## config.mk

```make
export PLATFORM = sky130hd
export DESIGN_NAME = uart_rx_responder_flat
export DESIGN_NICKNAME = d
export VERILOG_FILES = /design/src/rtl/uart_rx_responder_if.sv /design/src/rtl/uart_rx_responder.sv /design/src/flat_wrapper.sv
export SDC_FILE = /design/constraint.sdc
export NUM_CORES = 1
export LEC_CHECK = 0
export ABC_AREA = 1
export CORE_AREA = 2 2 53 55
export DETAILED_ROUTE_END_ITERATION = 7
export DIE_AREA = 0 0 55 57
export HOLD_SLACK_MARGIN = 0.12
export PLACE_DENSITY = 0.88
export SYNTH_ARGS = -nofsm -noshare
export SYNTH_HDL_FRONTEND = slang
export SYNTH_SLANG_ARGS = --single-unit
```

## constraint.sdc

```tcl
create_clock -name clk -period 2 [get_ports clk]
set_input_delay 0.4 -clock clk [delete_from_list [all_inputs] [get_ports clk]]
set_output_delay 0.4 -clock clk [all_outputs]
set_load 0.005 [all_outputs]
```

## src/rtl/uart_rx_responder_if.sv

```systemverilog
// Receive-side bus of uart_rx_responder: byte valid/ready handshake plus
// line status (framing error, sticky overrun, busy) and the overrun clear.
interface uart_rx_responder_if #(
  parameter int DATA_BITS = 8
) ();

  logic [DATA_BITS-1:0] data;
  logic                 valid;
  logic                 ready;
  logic                 frame_err;
  logic                 overrun;
  logic                 clr_overrun;
  logic                 busy;

  modport master (
    output data,
    output valid,
    output frame_err,
    output overrun,
    output busy,
    input  ready,
    input  clr_overrun
  );

  modport slave (
    input  data,
    input  valid,
    input  frame_err,
    input  overrun,
    input  busy,
    output ready,
    output clr_overrun
  );

endinterface

```

## src/rtl/uart_rx_responder.sv

```systemverilog
// 8N1-style asynchronous serial receiver, LSB first, idle-high line, with a
// one-entry valid/ready output buffer, sticky overrun and framing-error pulse.
module uart_rx_responder #(
  parameter int CLKS_PER_BIT = 16,
  parameter int DATA_BITS    = 8
) (
  input  logic                   clk,
  input  logic                   rst,
  input  logic                   rxd,
  uart_rx_responder_if.master    bus
);

  localparam int CNT_W = $clog2(CLKS_PER_BIT);
  localparam int BIT_W = $clog2(DATA_BITS);

  localparam logic [CNT_W-1:0] HALF_LAST = CNT_W'(CLKS_PER_BIT / 2 - 1);
  localparam logic [CNT_W-1:0] FULL_LAST = CNT_W'(CLKS_PER_BIT - 1);
  localparam logic [BIT_W-1:0] LAST_BIT  = BIT_W'(DATA_BITS - 1);

  typedef enum logic [2:0] {
    S_IDLE,
    S_START,
    S_DATA,
    S_STOP,
    S_BRK
  } state_t;

  logic                 rx_meta;
  logic                 rxs;

  state_t               state_q;
  state_t               state_d;
  logic [CNT_W-1:0]     cnt_q;
  logic [CNT_W-1:0]     cnt_d;
  logic [BIT_W-1:0]     bit_q;
  logic [BIT_W-1:0]     bit_d;
  logic [DATA_BITS-1:0] shift_q;
  logic [DATA_BITS-1:0] shift_d;
  logic                 good_stop;
  logic                 bad_stop;

  logic [DATA_BITS-1:0] data_q;
  logic                 valid_q;
  logic                 frame_err_q;
  logic                 overrun_q;

  // Two-flop synchronizer; resets to the idle level so a reset never looks
  // like a start bit.
  always_ff @(posedge clk) begin
    if (rst) begin
      rx_meta <= 1'b1;
      rxs     <= 1'b1;
    end else begin
      rx_meta <= rxd;
      rxs     <= rx_meta;
    end
  end

  always_ff @(posedge clk) begin
    if (rst) begin
      state_q <= S_IDLE;
      cnt_q   <= '0;
      bit_q   <= '0;
      shift_q <= '0;
    end else begin
      state_q <= state_d;
      cnt_q   <= cnt_d;
      bit_q   <= bit_d;
      shift_q <= shift_d;
    end
  end

  // Data bits enter at the MSB and shift right, so after DATA_BITS samples
  // the first (LSB) bit has reached bit 0.
  always_comb begin
    state_d   = state_q;
    cnt_d     = cnt_q;
    bit_d     = bit_q;
    shift_d   = shift_q;
    good_stop = 1'b0;
    bad_stop  = 1'b0;

    case (state_q)
      S_IDLE: begin
        if (!rxs) begin
          state_d = S_START;
          cnt_d   = '0;
        end
      end

      S_START: begin
        if (cnt_q == HALF_LAST) begin
          cnt_d = '0;
          if (rxs) begin
            state_d = S_IDLE;
          end else begin
            state_d = S_DATA;
            bit_d   = '0;
          end
        end else begin
          cnt_d = cnt_q + CNT_W'(1);
        end
      end

      S_DATA: begin
        if (cnt_q == FULL_LAST) begin
          cnt_d   = '0;
          shift_d = {rxs, shift_q[DATA_BITS-1:1]};
          if (bit_q == LAST_BIT) begin
            state_d = S_STOP;
            bit_d   = '0;
          end else begin
            bit_d = bit_q + BIT_W'(1);
          end
        end else begin
          cnt_d = cnt_q + CNT_W'(1);
        end
      end

      S_STOP: begin
        if (cnt_q == FULL_LAST) begin
          cnt_d = '0;
          if (rxs) begin
            good_stop = 1'b1;
            state_d   = S_IDLE;
          end else begin
            bad_stop = 1'b1;
            state_d  = S_BRK;
          end
        end else begin
          cnt_d = cnt_q + CNT_W'(1);
        end
      end

      S_BRK: begin
        if (rxs) begin
          state_d = S_IDLE;
        end
      end

      default: begin
        state_d = S_IDLE;
      end
    endcase
  end

  // A completed byte may replace one being consumed in the same cycle, so
  // back-to-back frames leave no bubble; otherwise a full buffer drops it.
  always_ff @(posedge clk) begin
    if (rst) begin
      data_q      <= '0;
      valid_q     <= 1'b0;
      frame_err_q <= 1'b0;
      overrun_q   <= 1'b0;
    end else begin
      frame_err_q <= bad_stop;

      if (good_stop) begin
        if (!valid_q || bus.ready) begin
          data_q  <= shift_q;
          valid_q <= 1'b1;
        end
      end else if (valid_q && bus.ready) begin
        valid_q <= 1'b0;
      end

      if (good_stop && valid_q && !bus.ready) begin
        overrun_q <= 1'b1;
      end else if (bus.clr_overrun) begin
        overrun_q <= 1'b0;
      end
    end
  end

  assign bus.data      = data_q;
  assign bus.valid     = valid_q;
  assign bus.frame_err = frame_err_q;
  assign bus.overrun   = overrun_q;
  assign bus.busy      = (state_q != S_IDLE);

endmodule

```

## src/flat_wrapper.sv

```systemverilog
// flat-port wrapper written by rule: the top's interface ports become plain ports
module uart_rx_responder_flat 
#(
  parameter int CLKS_PER_BIT = 16,
  parameter int DATA_BITS    = 8
)
  (clk, rst, rxd, bus_data, bus_valid, bus_frame_err, bus_overrun, bus_busy, bus_ready, bus_clr_overrun);
  uart_rx_responder_if #(.DATA_BITS(DATA_BITS)) bus_i ();
  input  logic clk;
  input  logic rst;
  input  logic rxd;
  output wire logic [$bits(bus_i.data)-1:0] bus_data;
  output wire logic [$bits(bus_i.valid)-1:0] bus_valid;
  output wire logic [$bits(bus_i.frame_err)-1:0] bus_frame_err;
  output wire logic [$bits(bus_i.overrun)-1:0] bus_overrun;
  output wire logic [$bits(bus_i.busy)-1:0] bus_busy;
  input wire logic [$bits(bus_i.ready)-1:0] bus_ready;
  input wire logic [$bits(bus_i.clr_overrun)-1:0] bus_clr_overrun;
  assign bus_data = bus_i.data;
  assign bus_valid = bus_i.valid;
  assign bus_frame_err = bus_i.frame_err;
  assign bus_overrun = bus_i.overrun;
  assign bus_busy = bus_i.busy;
  assign bus_i.ready = bus_ready;
  assign bus_i.clr_overrun = bus_clr_overrun;
  uart_rx_responder #(.CLKS_PER_BIT(CLKS_PER_BIT), .DATA_BITS(DATA_BITS)) u_core (.clk(clk), .rst(rst), .rxd(rxd), .bus(bus_i));
endmodule
```

==> out/results.ini, run 1 <==
[logic_synthesis]
synthAdderAreaFrac=0.0265
synth_area_per_cell_um2=7.61
syn_nets=194
synth_mux_area_frac=0
yosysUniqueCellTypes=26
syn_inst=186
synth_seq_cells=31
synth_seq_area_share=0.439
synth_xor_area_frac=0.00619
synth_top_family_by_area=simple AND/OR/NAND/NOR gates
yosysWarnings=0
synthSimpleGateAreaFrac=0.346
synth-compound-area-share=0.114
syn-cell-area_mm2=0.00142

[pwr]
power_density_mw_per_mm2=1020
ir_worst_vdd_mv=0.716
p_leak_nw=0.701

[grt]
grt_overflow=0
grt_pass1_wl_mm=4.73
antenna_found_initial=0
grt_max_degree=17
grt_pass1_vias=1083
grt_usage=0.212

[timing]
worst_clock_skew_ns=0.00381
finalSetupTns_ns=0
slew_violations=0
fin_crit_sh=0.947
finalHoldViolations=0
rsz0062_at_grt=no
worst_slew_pin_slew_ns=0.441
slew_headroom=0.706
timing.fmax_mhz=528
fin_crit_ns=1.89
setup_violations=0

[setup_path]
cp.required_ns=1.60
path_class=reg2out
crit_path_end_kind=output pin
crit_fanout=6
crit_arrival_ns=1.49
crit_path_start_kind=flop

[cells_and_area]
multiInputGateArea_um2=702
postLayoutCellArea_mm2=0.00168
antenna_cells=0
register_area_um2=622
final_common_cell=nand2_1
syn2layout_area_growth_pct=18.8
drive_gt1_frac=0.135
n_fill_cell=232
layout_common_cells=nand2_1, dfxtp_1, nor2_1
nets=215

[routing]
drt_iter0_markers=17
vias_per_cell=5.29
wl_mm=2.79
num_vias=1265
drc=0
drt.antenna.violating_nets=0
firstDrtPassIters=4
routedWlPerCell_um=11.7

[placed_design]
post_dp_cell_area_mm2=0.00160
gp_congestion=0.806
dp_hpwl_mm=2.01
port_buffers=16

[clock_network]
ctsLongestPathBuffers=2
numClockSinks=31
htree_num_levels=2
clock_latency_ns=0.34
cts_buffers=5
cts-root-buf=clkbuf_4
cts_setup_buffers=0
cts_tree=built
path_clk_slew_ns=0.10

[die]
die-area_mm2=0.00314
die_w_um=55
fp.dieH_um=57
start_util=0.541
boundaryPins=17
rows=19
core_mm2=0.00262

[min_path]
worstHoldPathType=reg2reg

[run]
max_cap_viol_count=0

[outcome]
status=complete, no violations

[cell families after synthesis]
| group | after synthesis |
|---|---|
| compound gates | 31 |
| flops | 31 |
| xor+xnor | 1 |
| simple gates | 96 |
| fa+ha+maj | 3 |
| buf+inv | 24 |
[path summary, 6_finish.rpt]
| check | cells after the start | slack (ns) | from | to |
|---|---|---|---|---|
| worst max-delay path | 3 | 0.11 | u_core.state_q[1]$_SDFFE_PP0P_ | bus_busy |
| worst min-delay path | 1 | 0.42 | u_core.rx_meta$_SDFF_PP1_ | u_core.rxs$_SDFF_PP1_ |
| worst max register to register | 8 | 0.48 | u_core.cnt_q[0]$_SDFFE_PP0P_ | u_core.bit_q[1]$_SDFFE_PP0P_ |
| worst min register to register | 1 | 0.42 | u_core.rx_meta$_SDFF_PP1_ | u_core.rxs$_SDFF_PP1_ |
[routing by layer]
metal	wire length, µm	GRT usage
met1	1210	0.251
met2	1360	0.330
met3	136	0.0785
met4	84	0.108
met5	0	0
[cell usage after synthesis]
cell type,count,area (µm²)
buf_6,1,11.3
o211ai_1,1,7.51
nand3_1,14,70.1
nand2_2,4,25.0
nor2_4,3,33.8
o22ai_1,1,6.26
o21ai_0,8,40.0
nor2_2,4,25.0
dfxtp_1,31,621
inv_2,3,11.3
nor3_1,1,5.00
or2_0,1,6.26
o21ai_1,2,10.0
or2_2,2,12.5
o21bai_1,1,7.51
ha_1,3,37.5
inv_1,18,67.6
nand2_1,32,120
and2_1,1,6.26
xor2_1,1,8.76
nand3b_1,7,52.6
nor2_1,25,93.8
clkbuf_1,2,7.51
nand4_4,1,21.3
a21oi_1,18,90.1
nand3_4,1,17.5
[power by group]
part / switching [mW] / internal (mW) / total (mW)
registers: 0.0832 / 0.675 / 0.759
logic: 0.320 / 0.211 / 0.531
clock network: 0.223 / 0.205 / 0.428
[repair_timing]
item,CTS,global route
hold endpoints to repair,0,0
endpoints found under the setup margin,0,1
hold buffers,0,0
resized for setup,0,2
[registers in the layout (all words and copies together) (netlist names), 3 cells and up]
name and cells:
u_core.bit_q 3, u_core.shift_q 8, u_core.bus.data 8, u_core.state_q 3, u_core.cnt_q 4
[critical path, stage by stage, from the launching register on]
cell and delay (ns):
dfxtp_1 0.52, nor2_4 0.08, nand2_1 0.07, clkdlybuf4s50_1 0.49
[final cells by class]
class                   count  area share
clock inverters             1     0.00446
multi-input cells         131       0.417
inverters                  21      0.0469
clock buffers               7      0.0387
repair buffers             17      0.0997
flip-flops and latches     31       0.370
well taps                  31      0.0231
[metrics by stage]
| step | power [mW] | utilization | hold WS (ns) | cells | setup WS [ns] |
|---|---|---|---|---|---|
| floorplan | 1.17 | - | 0.389 | 186 | 0.669 |
| global placement | 1.27 | 0.613 | 0.392 | 231 | 0.371 |
| detailed placement | 1.29 | 0.613 | 0.398 | 231 | 0.327 |
| CTS | 1.72 | 0.641 | 0.423 | 239 | 0.0275 |
| global route | 1.85 | 0.643 | 0.446 | 239 | 0.00269 |
| finish | 1.72 | 0.643 | 0.421 | 239 | 0.106 |
No activity file was read; power rests on OpenSTA's default activity.
==> run 2, diff against run 1 <==
TNS_END_PERCENT = 5   (was unset)
==> results of run 2 <==
Same layout as run 1: the final DEF is identical, and so are final timing and power.
==> run 3, diff against run 2 <==
CAP_MARGIN = 30   (was unset)
clock period = 2.2 ns   (was 2 ns; I/O delays follow)
==> run 3 against run 2 <==
  * Sequential share of layout area grew 0.063 points
  * Global-route usage is the same
  * Clock skew is essentially flat
  * Hold slack is essentially flat
  * Register-to-register slack gained 0.20 ns
  * Core utilization shrank 0.24 points
  * Sequential cell count is the same
  * Highest routed layer unchanged
==> out/results.ini, run 3 (synthesis gave the netlist of run 1 again) <==
[pwr]
p_leak_nw=0.699  ; -0.31%
p_sw_mw=0.563  ; -10%
ir_worst_vdd_mv=0.647  ; -9.7%
p_int_mw=0.986  ; -9.7%
seq_power_share=0.441  ; about the same
swShare=0.363  ; -0.000957
clkPwrFrac=0.251  ; +0.002
power_density_mw_per_mm2=924  ; -9.5%
p_comb_frac=0.308  ; about the same

[routing]
wl_mm=2.79  ; +0.14%
num_vias=1260  ; -0.40%
drc=0  ; unchanged
drt.antenna.violating_nets=0  ; unchanged
vias_per_cell=5.27  ; -0.40%
drt_iter0_markers=16  ; -1
firstDrtPassIters=4  ; unchanged
routedWlPerCell_um=11.7  ; +0.14%

[cells_and_area]
syn2layout_area_growth_pct=18.4
utilization=0.641  ; -0.00239
nets=215  ; unchanged
antenna_cells=0  ; unchanged
drive_gt1_frac=0.130  ; -0.00481
postLayoutCellArea_mm2=0.00168  ; -0.37%
final_common_cell=nand2_1
layout_common_cells=nand2_1, dfxtp_1, nor2_1

[grt]
grt_max_degree=17  ; unchanged
antenna_found_initial=0  ; unchanged
grt_usage=0.212  ; unchanged
grt_pass1_wl_mm=4.73  ; unchanged
grt_pass1_vias=1083  ; unchanged
grt_overflow=0  ; unchanged

[timing]
slew_headroom=0.702  ; -0.00363
slew_violations=0  ; unchanged
finalHoldWorstSlack_ns=0.421  ; +0.00000200 ns
worst_clock_skew_ns=0.00382  ; +0.00000555 ns
finalSetupTns_ns=0  ; unchanged
worst_slew_pin_slew_ns=0.446  ; +0.00544 ns
rsz0062_at_grt=no
finalHoldViolations=0  ; unchanged
fin_crit_sh=0.910
fin_crit_ns=2.00
setup_violations=0  ; unchanged
timing.fmax_mhz=500

[setup_path]
rr_worst_depth=8  ; unchanged
slowest_delay_ns=0.53  ; about the same
crit_path_start_kind=flop
crit_arrival_ns=1.56  ; +0.07 ns
path_class=reg2out
cp.required_ns=1.76  ; +0.16 ns
slowest_stage=dfxtp_1
r2r_slack_ns=0.68  ; +0.20 ns
crit_fanout=8  ; +2
crit_path_end_kind=output pin
path_cells=inv_1 > nand2_1 > clkdlybuf4s50_1

[clock_network]
cts_tree=built
cts_buffers=5  ; unchanged
ctsResizeCount=0  ; unchanged
numClockSinks=31  ; unchanged
htree_num_levels=2  ; unchanged
ctsHoldBuffers=0  ; unchanged
path_clk_slew_ns=0.10  ; about the same
cts_setup_buffers=0  ; unchanged
cts-root-buf=clkbuf_4
clock_latency_ns=0.34  ; about the same
ctsLongestPathBuffers=2  ; unchanged

[outcome]
status=complete, no violations

[die]
fp.dieH_um=57  ; unchanged
core_mm2=0.00262  ; unchanged
die_w_um=55  ; unchanged
boundaryPins=17  ; unchanged
rows=19  ; unchanged
die-area_mm2=0.00314  ; unchanged
start_util=0.541  ; unchanged

[placed_design]
gp_congestion=0.806  ; about the same
post_dp_cell_area_mm2=0.00160  ; unchanged
dp_hpwl_mm=2.01  ; unchanged
port_buffers=16  ; unchanged

[min_path]
worstHoldPathType=reg2reg
whs_path_depth=1  ; unchanged

[run]
max_cap_viol_count=0  ; unchanged

-- run 3: cell counts in the layout (fill, tap and decap cells not counted) --
No cell type changed its count.
-- run 3: path summary, 6_finish.rpt --
check / from / to
hold reg to reg: u_core.rx_meta$_SDFF_PP1_ / u_core.rxs$_SDFF_PP1_
setup reg to reg: u_core.cnt_q[0]$_SDFFE_PP0P_ / u_core.bit_q[1]$_SDFFE_PP0P_
hold / removal: u_core.rx_meta$_SDFF_PP1_ / u_core.rxs$_SDFF_PP1_
setup / recovery: u_core.state_q[2]$_SDFFE_PP0P_ / bus_busy
-- run 3: metrics by stage --
step,setup WS [ns],cells,total power [mW]
after floorplan,0.869,186,1.07
after global placement,0.531,231,1.15
after detailed placement,0.487,231,1.17
after CTS,0.187,239,1.56
after global routing,0.107,239,1.67
final,0.198,239,1.55
-- run 3: final cells by class --
type | instances | area, µm²
clock buffers | 7 | 65.1
clock inverters | 1 | 7.51
fillers | 234 | 940
inverters | 21 | 78.8
multi-input cells | 131 | 697
flip-flops and latches | 31 | 621
well taps | 31 | 38.8
repair buffers | 17 | 168
-- run 3: layer usage --
metal | up-vias | share of wire | global-route usage
met2 | 20 | 0.49 | 0.330
met3 | 9 | 0.042 | 0.0785
li1 | 646 | - | -
met4 | 0 | 0.030 | 0.108
met5 | - | 0 | 0
met1 | 585 | 0.43 | 0.251
-- run 3: power groups by stage --
stage	Sequential (mW)	Combinational [mW]	Clock, mW
final	0.684	0.477	0.388
after CTS	0.684	0.479	0.399
after global placement	0.694	0.460	0
after floorplan	0.664	0.403	0
after detailed placement	0.697	0.478	0
after global routing	0.694	0.551	0.426
-- run 3: worst max-delay path: cells and delay by family, from the launching register on --
family | cells | cell delay, ns
buf+inv | 2 | 0.61
flops | 1 | 0.53
simple gates | 1 | 0.08
